--- src/rtl/rho_pi_if.sv ---
// Streaming interface of the rho/pi engine: slice input, slice output and status.
// The engine connects through the slave modport; the producer/consumer uses master.
interface rho_pi_if;
    logic [1:0]  mode;
    logic        in_valid;
    logic        in_ready;
    logic [24:0] in_slice;
    logic        out_valid;
    logic        out_ready;
    logic [24:0] out_slice;
    logic        busy;
    logic        done;

    modport slave (
        input  mode, in_valid, in_slice, out_ready,
        output in_ready, out_valid, out_slice, busy, done
    );

    modport master (
        output mode, in_valid, in_slice, out_ready,
        input  in_ready, out_valid, out_slice, busy, done
    );
endinterface

--- src/rtl/rho_pi_engine.sv ---
// Sequential Keccak rho/pi stage: buffers LANE_W 25-bit slices, permutes one lane
// per cycle into a second buffer, then streams the result back out slice by slice.
module rho_pi_engine #(
    parameter int LANE_W = 64
) (
    input logic     clk,
    input logic     rst,
    rho_pi_if.slave bus
);
    localparam int ZW = $clog2(LANE_W);

    typedef enum logic [1:0] {S_IDLE, S_LOAD, S_PERMUTE, S_UNLOAD} state_t;

    state_t        state_q;
    logic [1:0]    mode_q;
    logic [ZW-1:0] z_in_q;
    logic [ZW-1:0] z_out_q;
    logic [4:0]    lane_q;
    logic          out_valid_q;
    logic [24:0]   out_slice_q;
    logic          done_q;

    logic [24:0]   a_q [LANE_W];
    logic [24:0]   b_q [LANE_W];

    logic [LANE_W-1:0] lane_src;
    logic [LANE_W-1:0] lane_rot;
    logic [5:0]        rho_full;
    logic [ZW-1:0]     rot_amt;
    logic [4:0]        dst_lane;
    logic [ZW-1:0]     z_out_d;
    logic              in_ready_d;
    logic              in_xfer;

    function automatic logic [5:0] rho_off(input logic [4:0] i);
        case (i)
            5'd0:  return 6'd0;   5'd1:  return 6'd1;   5'd2:  return 6'd62;
            5'd3:  return 6'd28;  5'd4:  return 6'd27;  5'd5:  return 6'd36;
            5'd6:  return 6'd44;  5'd7:  return 6'd6;   5'd8:  return 6'd55;
            5'd9:  return 6'd20;  5'd10: return 6'd3;   5'd11: return 6'd10;
            5'd12: return 6'd43;  5'd13: return 6'd25;  5'd14: return 6'd39;
            5'd15: return 6'd41;  5'd16: return 6'd45;  5'd17: return 6'd15;
            5'd18: return 6'd21;  5'd19: return 6'd8;   5'd20: return 6'd18;
            5'd21: return 6'd2;   5'd22: return 6'd61;  5'd23: return 6'd56;
            5'd24: return 6'd14;  default: return 6'd0;
        endcase
    endfunction

    // Lane (x,y) moves to lane y + 5*((2x+3y) mod 5), tabulated by source index x+5y.
    function automatic logic [4:0] pi_dst(input logic [4:0] i);
        case (i)
            5'd0:  return 5'd0;   5'd1:  return 5'd10;  5'd2:  return 5'd20;
            5'd3:  return 5'd5;   5'd4:  return 5'd15;  5'd5:  return 5'd16;
            5'd6:  return 5'd1;   5'd7:  return 5'd11;  5'd8:  return 5'd21;
            5'd9:  return 5'd6;   5'd10: return 5'd7;   5'd11: return 5'd17;
            5'd12: return 5'd2;   5'd13: return 5'd12;  5'd14: return 5'd22;
            5'd15: return 5'd23;  5'd16: return 5'd8;   5'd17: return 5'd18;
            5'd18: return 5'd3;   5'd19: return 5'd13;  5'd20: return 5'd14;
            5'd21: return 5'd24;  5'd22: return 5'd9;   5'd23: return 5'd19;
            5'd24: return 5'd4;   default: return 5'd0;
        endcase
    endfunction

    assign rho_full   = rho_off(lane_q);
    assign rot_amt    = mode_q[0] ? rho_full[ZW-1:0] : '0;
    assign dst_lane   = mode_q[1] ? pi_dst(lane_q) : lane_q;
    assign z_out_d    = z_out_q + ZW'(1);
    assign in_ready_d = (state_q == S_IDLE) || (state_q == S_LOAD);
    assign in_xfer    = bus.in_valid && in_ready_d;

    // Gather the current lane across all slices, then rotate it: the bit landing
    // at z came from z - R, and ZW-bit subtraction gives the modular wrap for free.
    generate
        for (genvar gi = 0; gi < LANE_W; gi++) begin : g_lane
            localparam logic [ZW-1:0] ZI = ZW'(gi);
            assign lane_src[gi] = a_q[gi][lane_q];
            assign lane_rot[gi] = lane_src[ZI - rot_amt];
        end
    endgenerate

    always_ff @(posedge clk) begin
        if (in_xfer) begin
            a_q[z_in_q] <= bus.in_slice;
        end
        if (state_q == S_PERMUTE) begin
            for (int z = 0; z < LANE_W; z++) begin
                b_q[z][dst_lane] <= lane_rot[z];
            end
        end
    end

    always_ff @(posedge clk) begin
        if (rst) begin
            state_q     <= S_IDLE;
            mode_q      <= 2'b00;
            z_in_q      <= '0;
            z_out_q     <= '0;
            lane_q      <= '0;
            out_valid_q <= 1'b0;
            out_slice_q <= '0;
            done_q      <= 1'b0;
        end else begin
            done_q <= 1'b0;
            case (state_q)
                S_IDLE: begin
                    if (in_xfer) begin
                        mode_q  <= bus.mode;
                        z_in_q  <= ZW'(1);
                        state_q <= S_LOAD;
                    end
                end
                S_LOAD: begin
                    if (in_xfer) begin
                        z_in_q <= z_in_q + ZW'(1);
                        if (z_in_q == ZW'(LANE_W - 1)) begin
                            lane_q  <= '0;
                            state_q <= S_PERMUTE;
                        end
                    end
                end
                S_PERMUTE: begin
                    if (lane_q == 5'd24) begin
                        lane_q  <= '0;
                        z_out_q <= '0;
                        state_q <= S_UNLOAD;
                    end else begin
                        lane_q <= lane_q + 5'd1;
                    end
                end
                S_UNLOAD: begin
                    // First UNLOAD cycle primes the output register once lane 24 has landed.
                    if (!out_valid_q) begin
                        out_valid_q <= 1'b1;
                        out_slice_q <= b_q[z_out_q];
                    end else if (bus.out_ready) begin
                        if (z_out_q == ZW'(LANE_W - 1)) begin
                            out_valid_q <= 1'b0;
                            out_slice_q <= '0;
                            z_out_q     <= '0;
                            done_q      <= 1'b1;
                            state_q     <= S_IDLE;
                        end else begin
                            z_out_q     <= z_out_d;
                            out_slice_q <= b_q[z_out_d];
                        end
                    end
                end
                default: state_q <= S_IDLE;
            endcase
        end
    end

    assign bus.in_ready  = in_ready_d;
    assign bus.out_valid = out_valid_q;
    assign bus.out_slice = out_slice_q;
    assign bus.busy      = (state_q != S_IDLE);
    assign bus.done      = done_q;
endmodule

--- src/flat_wrapper.sv ---
// flat-port wrapper written by rule: the top's interface ports become plain ports
module rho_pi_engine_flat 
#(
    parameter int LANE_W = 64
)
  (clk, rst, bus_mode, bus_in_valid, bus_in_slice, bus_out_ready, bus_in_ready, bus_out_valid, bus_out_slice, bus_busy, bus_done);
  rho_pi_if bus_i ();
  input logic clk;
  input logic rst;
  input wire logic [$bits(bus_i.mode)-1:0] bus_mode;
  input wire logic [$bits(bus_i.in_valid)-1:0] bus_in_valid;
  input wire logic [$bits(bus_i.in_slice)-1:0] bus_in_slice;
  input wire logic [$bits(bus_i.out_ready)-1:0] bus_out_ready;
  output wire logic [$bits(bus_i.in_ready)-1:0] bus_in_ready;
  output wire logic [$bits(bus_i.out_valid)-1:0] bus_out_valid;
  output wire logic [$bits(bus_i.out_slice)-1:0] bus_out_slice;
  output wire logic [$bits(bus_i.busy)-1:0] bus_busy;
  output wire logic [$bits(bus_i.done)-1:0] bus_done;
  assign bus_i.mode = bus_mode;
  assign bus_i.in_valid = bus_in_valid;
  assign bus_i.in_slice = bus_in_slice;
  assign bus_i.out_ready = bus_out_ready;
  assign bus_in_ready = bus_i.in_ready;
  assign bus_out_valid = bus_i.out_valid;
  assign bus_out_slice = bus_i.out_slice;
  assign bus_busy = bus_i.busy;
  assign bus_done = bus_i.done;
  rho_pi_engine #(.LANE_W(LANE_W)) u_core (.clk(clk), .rst(rst), .bus(bus_i));
endmodule
--- config.mk ---
export PLATFORM = sky130hd
export DESIGN_NAME = rho_pi_engine_flat
export DESIGN_NICKNAME = d
export VERILOG_FILES = /design/src/rtl/rho_pi_if.sv /design/src/rtl/rho_pi_engine.sv /design/src/flat_wrapper.sv
export SDC_FILE = /design/constraint.sdc
export NUM_CORES = 2
export LEC_CHECK = 0
export BUFFER_PORTS_ARGS = -buffer_cell sky130_fd_sc_hd__clkbuf_2
export CAP_MARGIN = 5
export CORE_MARGIN = 2
export CORE_UTILIZATION = 55
export CTS_CLUSTER_DIAMETER = 100
export DETAILED_ROUTE_END_ITERATION = 6
export PLACE_DENSITY_LB_ADDON = 0.12
export SETUP_SLACK_MARGIN = 0.2
export SLEW_MARGIN = 0
export SYNTH_ARGS = -nofsm -noshare
export SYNTH_HDL_FRONTEND = slang
export SYNTH_SLANG_ARGS = --single-unit
--- constraint.sdc ---
create_clock -name clk -period 10.9 [get_ports clk]
set_input_delay 2.18 -clock clk [delete_from_list [all_inputs] [get_ports clk]]
set_output_delay 2.18 -clock clk [all_outputs]
set_load 0.05 [all_outputs]
## Word-level counts from Yosys, hierarchy flattened

Memories as Yosys holds them, arrays and structs flattened. A register that Yosys moved wholly into a read port is not among the register bits.
Index checks and enable logic that the tools add are counted.

- Bits in registers: 48
- Bits in writable memories: 3200
- Bits in read-only memories: 352
- Logic and storage cells: 475
- Memories kept: 4

Memory list:

| memory | depth | bits a word | rd ports | clocked after memory_dff | write ports | RTL line | source |
|---|---|---|---|---|---|---|---|
| u_core.a_q | 64 | 25 | 64 | 0 | 1 | rho_pi_engine.sv:23 | `logic [24:0] a_q [LANE_W];` |
| u_core.b_q | 64 | 25 | 2 | 1 | 64 | rho_pi_engine.sv:24 | `logic [24:0] b_q [LANE_W];` |
| (no name shown) | 32 | 6 | 1 | 1 | 0 | rho_pi_engine.sv:36 | `case (i)` |
| (no name shown) | 32 | 5 | 1 | 1 | 0 | rho_pi_engine.sv:51 | `case (i)` |

- Add/sub/neg operators: 67
- Order comparisons: 67
- Equal/unequal tests: 14
- Muxes and demuxes: 297
- Bitwise gates (word level): 3
- Reductions and logical operators: 15

Operators with widths:

| cell | count |
|---|---|
| less-than comparator 6 x 7 -> 1 bit (second input constant) | 64 |
| binary-select mux 1 bit (select 6 bit) | 64 |
| binary-select mux 1 bit (select 5 bit) | 64 |
| subtractor 6 bit (first input constant) | 32 |
| 2-to-1 mux 1 bit | 136 |
| 2-to-1 mux 25 bit | 4 |
| subtractor 5 x 6 -> 6 bit (first input constant) | 16 |
| 2-to-1 mux 6 bit | 9 |
| subtractor 4 x 6 -> 6 bit (first input constant) | 8 |
| 2-to-1 mux 5 bit | 8 |
| case mux 6 bit (2 select lines) | 2 |
| subtractor 3 x 6 -> 6 bit (first input constant) | 4 |
| 2-to-1 mux 2 bit | 7 |
| adder 6 x 1 -> 6 bit (second input constant) | 2 |
| equality test 6 bit (second input constant) | 2 |
| less-than comparator 5 x 6 -> 1 bit (second input constant) | 2 |
| subtractor 1 x 6 -> 6 bit (first input constant) | 2 |
| subtractor 2 x 6 -> 6 bit (first input constant) | 2 |
| case mux 5 bit (2 select lines) | 1 |
| inequality test 2 x 1 -> 1 bit (second input constant) | 4 |
| inequality test 2 bit (second input constant) | 4 |
| case mux 2 bit (4 select lines) | 1 |
| nonzero test 2 bit | 4 |
| AND reduction 7 bit | 1 |
| 14 further kinds | 20 |

## Longest topological paths before layout

- Depth in word-level cells: 7
- Gate-level depth with buffers: 17
- Depth with buffers taken out: 13

## Least setup slack after synthesis

OpenSTA, ideal clock, no wires.

- Path type: flip-flop to flip-flop
- Start: register u_core.lane_q[1]
- End: memory u_core.b_q[0][24] (enable)
- Data arrival time: 6.108 ns
- Path slack: 4.214 ns
- Cell stages (with the launch flop): 8
- Buffers on the path: 4
- Clock period less this slack: 6.686 ns
- Cell sequence: dfxtp_1 -> buf_4 -> buf_2 -> buf_4 -> buf_2 -> nor3_1 -> o21ai_1 -> nor3b_1

RTL lines:

| item | RTL line | source |
|---|---|---|
| start: declaration | rho_pi_engine.sv:18 | `logic [4:0] lane_q;` |
| start signal: assignment | rho_pi_engine.sv:127 | `lane_q <= lane_q + 5'd1;` |
| end: declaration | rho_pi_engine.sv:24 |  |

==> results.sh <==
export IMPL_htree_levels=5
export IMPL_critPathCaptureType="register"
export IMPL_pre_cts_ws_ns=4.13
export IMPL_drv_cap=0
export IMPL_synth_fp_nets=7217
export IMPL_postCtsSetupRepairBufs=0
export IMPL_rsz0062_at_grt="no"
export IMPL_final_common_cell="edfxtp_1"
export IMPL_dieArea_um2=266000
export IMPL_fillers=17900
export IMPL_antenna_left=0
export IMPL_final_setup_viol_count=0
export IMPL_path_clk_slew_ns=0.06
export IMPL_cts_tree="yes"
export IMPL_vias=78100
export IMPL_drv_slew=0
export IMPL_syn_inst=7155
export IMPL_setup_tns_ns=0
export IMPL_outcome="complete, no violations"
export IMPL_synth_main_ff_cell="edfxtp_1"
export IMPL_grt_max_degree=129
export IMPL_min_path_type="register to register"
export IMPL_drt_vias_per_instance=7.06
export IMPL_clk_path_buf_depth=4
export IMPL_fin_crit_ns=6.83
export IMPL_clkLatencyLatePin_ns=0.90
export IMPL_syn_to_final_growth_pct=11.4
export IMPL_yosysSeqAreaShare_pct=67.7
export IMPL_rows=187
export IMPL_drive_gt1_share_pct=30.6
export IMPL_reg2regPathDepth=11
export IMPL_avgRoutedWirePerCell_um=36.9
export IMPL_hold_viol=0
export IMPL_crit_fanout=58
export IMPL_initialDrtViolationCount=10400
export IMPL_portBuffers=59
export IMPL_cts_num_sinks=3265
export IMPL_first_global_vias=78100
export IMPL_finalWorstSetupSlack_ns=4.07
export IMPL_routed_wl_um=409000
export IMPL_period_share_pct=62.7
export IMPL_ctsHoldBuffers=0
export IMPL_layout_common_cells="3200 x edfxtp_1, 1333 x mux4_2, 438 x mux2i_1"
export IMPL_cts_resized_gates=0
export IMPL_die_w_um=516
export IMPL_core_um2=260000
export IMPL_power_mw=27.1
export IMPL_worstMarginPinSlew_ns=1.30
export IMPL_slew_headroom_pct=13.3
export IMPL_final_nets=7357
export IMPL_cts_root_buf="clkbuf_16"
export IMPL_netlist_area_um2=144000
export IMPL_synth_seq_cells=3265
export IMPL_die_h_um=516
export IMPL_antenna_found_initial=17
export IMPL_fmax_mhz=146
export IMPL_r2r_start="u_core.lane_q[1]"
export IMPL_place_congestion=0.923
export IMPL_peakVddDrop_mv=0.195
export IMPL_path_class="register to register"
export IMPL_cts_made_buffers=341
export IMPL_crit_path_start_kind="register"
export IMPL_hold_slack_ns=0.502
export IMPL_start_util_pct=55.4
export IMPL_crit_required_ns=11.41
export IMPL_io_pins=60
export IMPL_synth_edf_count=3200
export IMPL_avgSynthCellArea_um2=20.1
export IMPL_p_leak_nw=48.1
export IMPL_worst_r2r_setup_slack_ns=4.07
export IMPL_grt_overflow=0
export IMPL_synth_cell_types=76
export IMPL_grt_pass1_wl_um=578000
export IMPL_r2r_end="u_core.b_q[53][15]"
export IMPL_power_density_nw_per_um2=169
export IMPL_grt_usage_pct=30.8
export IMPL_dp_hpwl_um=227000
export IMPL_drtPass1Iterations=5
export IMPL_crit_arrival_ns=7.34
export IMPL_drcViolationCount=0
export IMPL_yosysWarningCount=0
export IMPL_ys_async_sr_fraction_pct=0
export IMPL_crit_path_end="u_core.b_q[53][15]"
export IMPL_crit_start="u_core.lane_q[1]"
export IMPL_skew_ns=0.0609
export IMPL_post_route_util_pct=61.7
-- power by group --
part | switching (mW) | internal [mW] | total (mW)
Sequential | 0.0745 | 14.0 | 14.1
Combinational | 1.27 | 0.469 | 1.73
Clock | 4.81 | 6.50 | 11.3
Total | 6.15 | 21.0 | 27.1
-- cell families after synthesis --
| group | Yosys count | synth area share (%) |
|---|---|---|
| buffers and inverters | 526 | 1.64 |
| flip-flops | 3265 | 67.7 |
| adder cells (fa/ha/maj) | 31 | 0.269 |
| AND/OR/NAND/NOR | 731 | 2.32 |
| AO/OA/AOI/OAI | 710 | 3.44 |
| multiplexers | 1806 | 24.2 |
| XOR/XNOR | 86 | 0.523 |
-- area by class of cell --
class	count	area (um^2)	area share, %
antenna	7	17.5	0.0109
clock buffer	417	9000	5.61
inverter	40	151	0.0944
sequential	3265	97400	60.7
tap	3496	4370	2.73
timing repair buffer	283	2240	1.40
multi-input combinational	3364	45400	28.3
clock inverter	195	1750	1.09
-- sequential cells by signal, summed over array words and instances (netlist names), named ones only --
name                  count
u_core.a_q             1600
u_core.b_q             1600
u_core.bus.out_slice     25
u_core.rho_full           6
u_core.z_in_q             6
u_core.z_out_q            6
u_core.lane_q             5
u_core.mode_q             2
u_core.state_q            2
u_core.bus.done           1
u_core.bus.out_valid      1
-- through the flow --
stage          instances  cell area, um^2
2_1_floorplan       7155           144000
3_3_place_gp       10400           150000
3_5_place_dp       10400           150000
4_1_cts            11100           160000
5_1_grt            11100           160000
6_report           11100           160000
-- critical path, cell delays in order, from the launching register on --
cell      delay [ns]
dfxtp_4         0.85
buf_4           0.82
buf_4           0.85
mux2i_1         0.20
a221oi_1        0.34
a221oi_1        0.14
nor3_1          0.70
mux2i_1         0.17
mux2i_1         0.86
o22a_1          0.30
and3b_1         0.18
o32a_2          0.87
-- worst min path at each step --
stage,from,end,slack (ns),cells past startpoint
floorplan,u_core.z_in_q[0],u_core.z_in_q[0],0.50,2
global placement,u_core.bus.out_slice[24],u_core.bus.out_slice[24],0.49,2
detailed placement,u_core.bus.out_slice[17],u_core.bus.out_slice[17],0.50,2
CTS,u_core.bus.out_slice[17],u_core.bus.out_slice[17],0.50,2
global route,u_core.bus.out_slice[17],u_core.bus.out_slice[17],0.52,2
finish,u_core.bus.out_slice[17],u_core.bus.out_slice[17],0.50,2
-- Yosys cell counts (15+ instances only) --
library cell	n	area share (%)
clkbuf_1	278	0.72
xor2_1	35	0.21
dfxtp_1	65	0.90
a21oi_1	163	0.57
mux4_2	1333	21
buf_2	58	0.20
buf_4	46	0.24
a221o_1	20	0.14
nand4_1	30	0.13
a22oi_1	177	0.92
mux2_2	15	0.12
nand2_1	281	0.73
edfxtp_1	3200	67
nand3_1	51	0.18
o21ai_0	47	0.16
inv_1	28	0.073
nor2b_1	21	0.091
nor3_1	48	0.17
buf_1	85	0.22
a311oi_1	25	0.15
and2_1	15	0.065
xnor2_1	51	0.31
nor2_1	217	0.57
buf_6	17	0.13
a32oi_1	22	0.13
a31oi_1	16	0.070
a221oi_1	37	0.23
mux2i_1	458	3.2
o22ai_1	59	0.26
a211oi_1	39	0.20
ha_1	31	0.27
-- per-layer routing --
metal  part of all wire (%)  vias up  GRT usage (%)
li1                       -    31000              -
met1                     37    42000           41.6
met2                     49     4359           50.3
met3                    8.4      779           4.72
met4                    4.8        0           13.4
met5                      0        -              0
(Power assumes the default switching activity.)
